==> config.mk <==
export PLATFORM = sky130hd
export DESIGN_NAME = shift_arbiter
export DESIGN_NICKNAME = d
export VERILOG_FILES = /design/src/rtl/shift_pkg.sv /design/src/rtl/shift_core.sv /design/src/rtl/shift_arbiter.sv
export SDC_FILE = /design/constraint.sdc
export NUM_CORES = 1
export LEC_CHECK = 0
export CAP_MARGIN = 25
export CORE_MARGIN = 1.5
export CORE_UTILIZATION = 61
export CTS_BUF_LIST = sky130_fd_sc_hd__clkbuf_4 sky130_fd_sc_hd__clkbuf_8
export DETAILED_ROUTE_END_ITERATION = 10
export PLACE_DENSITY = 0.95
export SYNTH_ARGS = -nofsm -noshare
export SYNTH_HDL_FRONTEND = slang
export SYNTH_HIERARCHICAL = 1
export SYNTH_SLANG_ARGS = --single-unit
==> constraint.sdc <==
create_clock -name clk -period 6.5 [get_ports clk]
set_input_delay 1.3 -clock clk [delete_from_list [all_inputs] [get_ports clk]]
set_output_delay 1.3 -clock clk [all_outputs]
set_load 0.02 [all_outputs]
==> src/rtl/shift_pkg.sv <==
// Shared types for the shift arbiter slice: shift operation encoding and the
// response-register state.
package shift_pkg;

   typedef enum logic [1:0] {
      SHIFT_SLL  = 2'd0,
      SHIFT_SRL  = 2'd1,
      SHIFT_SRA  = 2'd2,
      SHIFT_PASS = 2'd3
   } shift_op_t;

   typedef enum logic {
      ARB_IDLE = 1'b0,
      ARB_FULL = 1'b1
   } arb_state_t;

endpackage

==> src/rtl/shift_core.sv <==
// Combinational shifter: sll, srl and sra results muxed by op.
// A zero shift amount returns the operand unchanged for every op.
module shift_core
   import shift_pkg::*;
#(
   parameter int unsigned N = 32
) (
   input  shift_op_t              op,
   input  logic [N-1:0]           in_data,
   input  logic [$clog2(N)-1:0]   shamt,
   output logic [N-1:0]           out_data
);

   logic [N-1:0] sll_res;
   logic [N-1:0] srl_res;
   logic [N-1:0] sra_res;

   always_comb begin
      sll_res = in_data << shamt;
      srl_res = in_data >> shamt;
      sra_res = $unsigned($signed(in_data) >>> shamt);
   end

   always_comb begin
      out_data = in_data;
      case (op)
         SHIFT_SLL:  out_data = sll_res;
         SHIFT_SRL:  out_data = srl_res;
         SHIFT_SRA:  out_data = sra_res;
         SHIFT_PASS: out_data = in_data;
         default:    out_data = in_data;
      endcase
   end

endmodule

==> src/rtl/shift_arbiter.sv <==
// Round-robin arbiter sharing one shift_core between two valid/ready requesters.
// Define SHIFT_ARB_STATS_EN to add per-requester accepted-request counters.
module shift_arbiter
   import shift_pkg::*;
#(
   parameter int unsigned N = 32
) (
   input  logic                   clk,
   input  logic                   rst,
   input  logic                   req0_valid,
   output logic                   req0_ready,
   input  logic [1:0]             req0_op,
   input  logic [N-1:0]           req0_in,
   input  logic [$clog2(N)-1:0]   req0_shamt,
   input  logic                   req1_valid,
   output logic                   req1_ready,
   input  logic [1:0]             req1_op,
   input  logic [N-1:0]           req1_in,
   input  logic [$clog2(N)-1:0]   req1_shamt,
   output logic                   resp_valid,
   input  logic                   resp_ready,
   output logic                   resp_id,
`ifdef SHIFT_ARB_STATS_EN
   output logic [31:0]            grant_count0,
   output logic [31:0]            grant_count1,
`endif
   output logic [N-1:0]           resp_out
);

   arb_state_t             state_q, state_d;
   logic                   rr_ptr_q, rr_ptr_d;
   logic                   resp_id_q, resp_id_d;
   logic [N-1:0]           resp_out_q, resp_out_d;

   logic                   can_accept;
   logic                   gnt0, gnt1;
   logic                   accept;
   shift_op_t              sel_op;
   logic [N-1:0]           sel_in;
   logic [$clog2(N)-1:0]   sel_shamt;
   logic [N-1:0]           core_out;

   // Grant depends only on the valids and rr_ptr; the payload mux follows gnt1.
   always_comb begin
      can_accept = !rst && ((state_q == ARB_IDLE) || resp_ready);
      gnt0       = req0_valid && (!req1_valid || !rr_ptr_q);
      gnt1       = req1_valid && (!req0_valid ||  rr_ptr_q);
      req0_ready = can_accept && gnt0;
      req1_ready = can_accept && gnt1;
      accept     = req0_ready || req1_ready;
      sel_op     = gnt1 ? shift_op_t'(req1_op) : shift_op_t'(req0_op);
      sel_in     = gnt1 ? req1_in    : req0_in;
      sel_shamt  = gnt1 ? req1_shamt : req0_shamt;
   end

   shift_core #(.N(N)) u_core (
      .op       (sel_op),
      .in_data  (sel_in),
      .shamt    (sel_shamt),
      .out_data (core_out)
   );

   always_comb begin
      state_d    = state_q;
      rr_ptr_d   = rr_ptr_q;
      resp_id_d  = resp_id_q;
      resp_out_d = resp_out_q;
      if (accept) begin
         state_d    = ARB_FULL;
         resp_out_d = core_out;
         resp_id_d  = req1_ready;
         rr_ptr_d   = !req1_ready;
      end else if ((state_q == ARB_FULL) && resp_ready) begin
         state_d = ARB_IDLE;
      end
   end

   always_ff @(posedge clk) begin
      if (rst) begin
         state_q    <= ARB_IDLE;
         rr_ptr_q   <= 1'b0;
         resp_id_q  <= 1'b0;
         resp_out_q <= '0;
      end else begin
         state_q    <= state_d;
         rr_ptr_q   <= rr_ptr_d;
         resp_id_q  <= resp_id_d;
         resp_out_q <= resp_out_d;
      end
   end

   assign resp_valid = (state_q == ARB_FULL);
   assign resp_id    = resp_id_q;
   assign resp_out   = resp_out_q;

`ifdef SHIFT_ARB_STATS_EN
   logic [31:0] cnt0_q, cnt0_d;
   logic [31:0] cnt1_q, cnt1_d;

   always_comb begin
      cnt0_d = cnt0_q + {31'b0, req0_ready};
      cnt1_d = cnt1_q + {31'b0, req1_ready};
   end

   always_ff @(posedge clk) begin
      if (rst) begin
         cnt0_q <= '0;
         cnt1_q <= '0;
      end else begin
         cnt0_q <= cnt0_d;
         cnt1_q <= cnt1_d;
      end
   end

   assign grant_count0 = cnt0_q;
   assign grant_count1 = cnt1_q;
`endif

endmodule

Word-level counts from Yosys, hierarchy flattened
Index checks and enable logic that the tools add are counted.
{"block": "op_classes", "muxes": 6, "n_reduce_logical": 17, "shift": 3, "eq_ne": 3, "bitwise_logic": 1}
{"op": "32-bit case mux with 4 select lines", "n": 1}
{"op": "32-bit 2-to-1 mux", "n": 1}
{"op": "32-bit by 5-bit << shifter with 32-bit output", "n": 1}
{"op": "32-bit by 5-bit >> shifter with 32-bit output", "n": 1}
{"op": "32-bit by 5-bit >>> shifter with 32-bit output", "n": 1}
{"op": "1-bit logical AND", "n": 6}
{"op": "1-bit zero test", "n": 5}
{"op": "5-bit 2-to-1 mux", "n": 1}
{"op": "2-bit == test (second input constant)", "n": 2}
{"op": "1-bit logical OR", "n": 4}
{"op": "2-bit by 1-bit == test with 1-bit output (second input constant)", "n": 1}
{"op": "2-bit zero test", "n": 1}
{"op": "1-bit 2-to-1 mux", "n": 2}
{"op": "2-bit 2-to-1 mux", "n": 1}
{"op": "2-bit nonzero test", "n": 1}
{"op": "1-bit inverter", "n": 1}
{"block": "totals", "input_bits": 83, "reg_bits": 35, "wordCells": 34, "output_inout_bits": 36}

Longest topological paths before layout
{"block": "logic_depth", "ltp_word": 6, "ltp_mapped": 15, "depth_no_buf": 10}

Hierarchy
The synthesis kept the hierarchy.
{"mod": "shift_core", "instances": 1, "cells_per_inst": 648, "seq_area_each_um2": 0.0, "area_each_um2": 5146.2}
{"mod": "shift_arbiter", "instances": 1, "cells_per_inst": 214, "seq_area_each_um2": 700.7, "area_each_um2": 1966.9}

Least setup slack after synthesis
OpenSTA, ideal clock, no wires.
{"block": "synth_timing", "path_type": "input to register", "from": "input port req0_valid", "to": "register resp_out_q[0], in the netlist resp_out[0]", "setup_time_ns": 0.059, "t_required_ns": 6.441, "n_path_buf": 4, "arrival_time_ns": 3.742, "path_stages": 14, "setup_slack_ns": 2.699, "path_cell_list": "inv_1 > o21ai_4 > buf_6 > mux2_2 > buf_6 > buf_12 > buf_12 > mux2i_1 > mux4_2 > a2111oi_2 > o21ai_1 > nand3_1 > nand4_1 > nand2_1"}
{"block": "synth_via", "elab_chain_len": 6, "elab_cells_between_ends": 18, "classes_between": "eq/ne (3); shift (3); mux (4); reduce/logical (8)"}
{"item": "from (decl)", "line_no": "shift_arbiter.sv:10", "rtl": "input logic req0_valid,"}
{"item": "1-bit zero test *", "line_no": "shift_arbiter.sv:47", "rtl": "gnt1 = req1_valid && (!req0_valid || rr_ptr_q);"}
{"item": "1-bit logical OR *", "line_no": "shift_arbiter.sv:47"}
{"item": "1-bit logical AND *", "line_no": "shift_arbiter.sv:47"}
{"item": "5-bit 2-to-1 mux *", "line_no": "shift_arbiter.sv:53", "rtl": "sel_shamt = gnt1 ? req1_shamt : req0_shamt;"}
{"item": "named net sel_shamt[0]", "line_no": "shift_arbiter.sv:40", "rtl": "logic [$clog2(N)-1:0] sel_shamt;"}
{"item": "32-bit by 5-bit >>> shifter with 32-bit output (tied with other cells)", "line_no": "shift_core.sv:21", "rtl": "sra_res = $unsigned($signed(in_data) >>> shamt);"}
{"item": "32-bit case mux with 4 select lines *", "line_no": "shift_core.sv:26", "rtl": "case (op)"}
{"item": "named net core_out[0]", "line_no": "shift_arbiter.sv:41", "rtl": "logic [N-1:0] core_out;"}
{"item": "to (signal assigned)", "line_no": "shift_arbiter.sv:88", "rtl": "resp_out_q <= resp_out_d;"}
{"item": "to (decl)", "line_no": "shift_arbiter.sv:33", "rtl": "logic [N-1:0] resp_out_q, resp_out_d;"}
The timed path passes the listed nets; every way through them passes the cells marked *.
A chain may end at the register's enable or synchronous reset.

Worst setup path after layout
{"block": "layout_timing", "from": "input port req0_valid", "to": "register resp_out_q[3], in the netlist resp_out[3]"}
The elaborated chain is that of the path after synthesis.

==> qor.csv <==
stage,metric,value,unit
status,status,"complete, but fails checks",
status,failing checks,DRC,
critical_path,path type of the worst setup path,input pin to flip-flop,
timing,Final setup viols,0,
synthesis,syn avg cell area,8.25,µm²
timing,RSZ-0062 raised after global routing,no,
synthesis,Syn Nets,945,
clocking,CTS Root Cell,clkbuf_8,
synthesis,async set-reset flop share out of synthesis,0,%
power_and_ir_drop,P_int,765,µW
final_layout,# fillers,897,
placement,placed cell area,8010,µm²
floorplan,Die Height,111,µm
power_and_ir_drop,PwrDens,185,nW/µm²
critical_path,Worst Path Required,6.69,ns
timing,clk_skew,0.00587,ns
hold_path,Worst Hold Class,flip-flop to flip-flop,
global_route,first-pass GRT wire length,47700,µm
placement,placed insts,1032,
clocking,Bufs on Longest Clock Path,2,
timing,Worst Tran Pin Value,0.938,ns
power_and_ir_drop,Peak VDD IR,0.000178,V
detailed_routing,vias,8504,
synthesis,Syn. warnings,6,
floorplan,core area,11400,µm²
synthesis,Post-synth EDFFs,0,
final_layout,layout cells sized above 1,18.3,%
clocking,H-tree lvl count,2,
timing,period utilization,84.5,%
critical_path,R2R Setup Slk,2.32,ns
power_and_ir_drop,Clock power frac,13.4,%
critical_path,Crit. End Element,flip-flop,
critical_path,CP Launch Type,input pin,
synthesis,main flop type after synthesis,dfxtp_1,
placement,pre-CTS setup slack,1.03,ns
global_route,vias in the first global route,7951,
floorplan,Die X,111,µm
timing,min Tclk post-route,5.49,ns
clocking,Post-CTS Resized,0,
timing,Rel. slew slack,37.3,%
critical_path,reg2reg start,rr_ptr_q$_SDFFE_PP0P_,
clocking,TritonCTS clock tree,done,
placement,placed wire-length estimate,22800,µm
detailed_routing,DR WL/cell,30.3,µm
timing,Final Hold Viols,0,
hold_path,hold wc startpoint,resp_id$_SDFFE_PP0P_,
floorplan,# IOs,119,
critical_path,Critical Path AT,5.68,ns
power_and_ir_drop,Logic pwr share,69.4,%
timing,Final TNS setup,0,ns
final_layout,Post-Layout Inst Area,8120,µm²
global_route,All-Layer GR Usage,50.0,%
detailed_routing,Routed Antenna Nets,0,
floorplan,Starting Density,62.3,%
synthesis,Post-Synthesis Cells,862,
final_layout,final cell count without fillers,1040,
power_and_ir_drop,switching power,733,µW
clocking,clk slew on worst S/H paths,0.08,ns
critical_path,Critical Path Source,req0_valid,
clocking,TritonCTS buffer count,5,
clocking,postcts setup bufs,0,
critical_path,Worst Reg-to-Reg Cells,11,
power_and_ir_drop,Switching Fraction,48.9,%
timing,final worst slack,1.01,ns
global_route,GRT overflow,0,
detailed_routing,First-pass DRT Iterations,11,
clocking,Sink Count,35,
global_route,initial antenna violation count,0,
detailed_routing,total routed wirelength,31500,µm
run,maxcap violations,0,
timing,maximum clock frequency,182,MHz
synthesis,Seq cells post-synth,35,
final_layout,ant diodes,0,
final_layout,fin nets,979,
critical_path,Worst R2R End,resp_out[3]$_SDFFE_PP0P_,
placement,Placer Congestion,1.20,
critical_path,"Max FO, Critical Path",45,
timing,Fin Hold WS,0.490,ns
power_and_ir_drop,static leakage,0.00307,µW
detailed_routing,Vias per Instance,8.18,
placement,port bufs,118,
synthesis,Synth cell types,72,
hold_path,"Endpoint, Worst Hold",resp_id$_SDFFE_PP0P_,
floorplan,Die ar.,12300,µm²
detailed_routing,initial DRC count,2009,
power_and_ir_drop,sequential share of power,17.2,%
global_route,pin count of the biggest net entering global routing,66,
hold_path,hold path cells,2,
detailed_routing,DRC,6,
synthesis,sequential area share after synthesis,9.85,%
clocking,"Hold-fix buffers, CTS",0,
clocking,worst skew pair latency,0.29,ns
final_layout,area delta synth->final,14.1,%
synthesis,"Cell Area, Synth",7110,µm²
floorplan,Row Count,39,
timing,Slew Limit Fails,0,
==> logic make-up (layout without fill, tap and decap cells) <==
group / count (synthesis) / after routing / share of synthesized area (%)
AO/OA/AOI/OAI: 214 / 214 / 21.9
XOR/XNOR: 2 / 2 / 0.246
buffers and inverters: 129 / 164 / 10.4
flip-flops: 35 / 35 / 9.85
multiplexers: 170 / 170 / 37.0
AND/OR/NAND/NOR: 312 / 312 / 20.6
==> per-stage QoR <==
stage,util (%),power (µW)
2_1_floorplan,-,919
3_3_place_gp,70.1,1220
3_5_place_dp,70.1,1230
4_1_cts,71.1,1430
5_1_grt,71.1,1530
6_report,71.1,1500
==> registers in the layout, indices dropped and copies added, names as in the netlist <==
register    flops
resp_valid      1
resp_id         1
rr_ptr_q        1
resp_out       32
==> power by group through the flow <==
stage	clock network (µW)	registers, µW	logic [µW]
6_report	201	258	1040
5_1_grt	214	260	1060
4_1_cts	202	257	976
3_5_place_dp	0	262	972
3_3_place_gp	0	261	963
2_1_floorplan	0	289	631
==> cell usage in the layout, fill, tap and decap left out, types with 12 or more instances in the layout <==
cell type / n
clkdlybuf4s50_1: 118
nor3_1: 18
nand2_1: 117
mux2i_1: 37
nor2_1: 64
mux2_2: 65
mux4_2: 52
mux4_1: 12
nand3_1: 23
a21oi_1: 40
o211ai_1: 47
a22oi_1: 15
nand4_1: 35
o21ai_0: 15
buf_4: 24
dfxtp_1: 35
==> worst max-delay path by stage <==
stage	to	slack (ns)
after floorplan	resp_out[0]$_SDFFE_PP0P_	2.70
after global placement	resp_out[3]$_SDFFE_PP0P_	1.07
after detailed placement	resp_out[3]$_SDFFE_PP0P_	1.03
after CTS	resp_out[3]$_SDFFE_PP0P_	1.33
after global routing	resp_out[3]$_SDFFE_PP0P_	0.92
final	resp_out[3]$_SDFFE_PP0P_	1.01
==> worst max-delay path, stage by stage <==
cell             delay, ns
clkdlybuf4s50_1       0.56
inv_1                 0.12
o21ai_4               0.35
buf_12                0.27
mux2_2                0.23
buf_4                 0.49
mux4_2                0.58
mux2i_1               0.40
nor4_1                0.09
a2111oi_0             0.73
o221ai_1              0.30
nand4_1               0.14
nand2_1               0.06
==> area by class of cell <==
cell class	instances	area (µm²)	area share [%]
Tap cell	143	179	2.20
Sequential cell	35	701	8.63
Multi-Input combinational cell	698	5680	70.0
Clock inverter	3	43.8	0.539
Inverter	12	45.0	0.555
Clock buffer	5	68.8	0.848
Timing Repair Buffer	144	1400	17.3
==> layer usage <==
metal  GRT usage (%)  vias to the layer above  share of wire, %
li1                -                     3423                 -
met1            64.4                     3925                34
met2            71.9                      912                41
met3            21.0                      244                17
met4            24.5                        0               7.8
met5               0                        -                 0
==> cell usage after synthesis (5+ instances only) <==
| master | count | area share, % |
|---|---|---|
| a222oi_1 | 6 | 0.84 |
| a211oi_1 | 8 | 0.84 |
| nand2b_1 | 9 | 0.79 |
| mux2i_1 | 37 | 5.2 |
| a2111oi_0 | 5 | 0.62 |
| o32ai_1 | 7 | 0.86 |
| a221oi_1 | 6 | 0.74 |
| mux4_2 | 52 | 16 |
| a31oi_1 | 7 | 0.62 |
| and3_1 | 5 | 0.44 |
| o22ai_1 | 9 | 0.79 |
| nor3_1 | 18 | 1.3 |
| a211o_1 | 5 | 0.62 |
| nand2_1 | 117 | 6.2 |
| inv_1 | 11 | 0.58 |
| mux2_2 | 66 | 10 |
| o21ai_0 | 15 | 1.1 |
| buf_6 | 18 | 2.8 |
| a22oi_1 | 15 | 1.6 |
| mux4_1 | 12 | 4.4 |
| buf_1 | 7 | 0.37 |
| a21oi_1 | 40 | 2.8 |
| nand4_1 | 35 | 3.1 |
| nand3_1 | 23 | 1.6 |
| o211ai_1 | 47 | 5.0 |
| buf_4 | 5 | 0.53 |
| clkbuf_1 | 44 | 2.3 |
| buf_2 | 37 | 2.6 |
| nor2_1 | 65 | 3.4 |
| nor2b_1 | 12 | 1.1 |
| dfxtp_1 | 35 | 9.9 |
| nor3b_1 | 5 | 0.53 |
(Power assumes the default switching activity.)
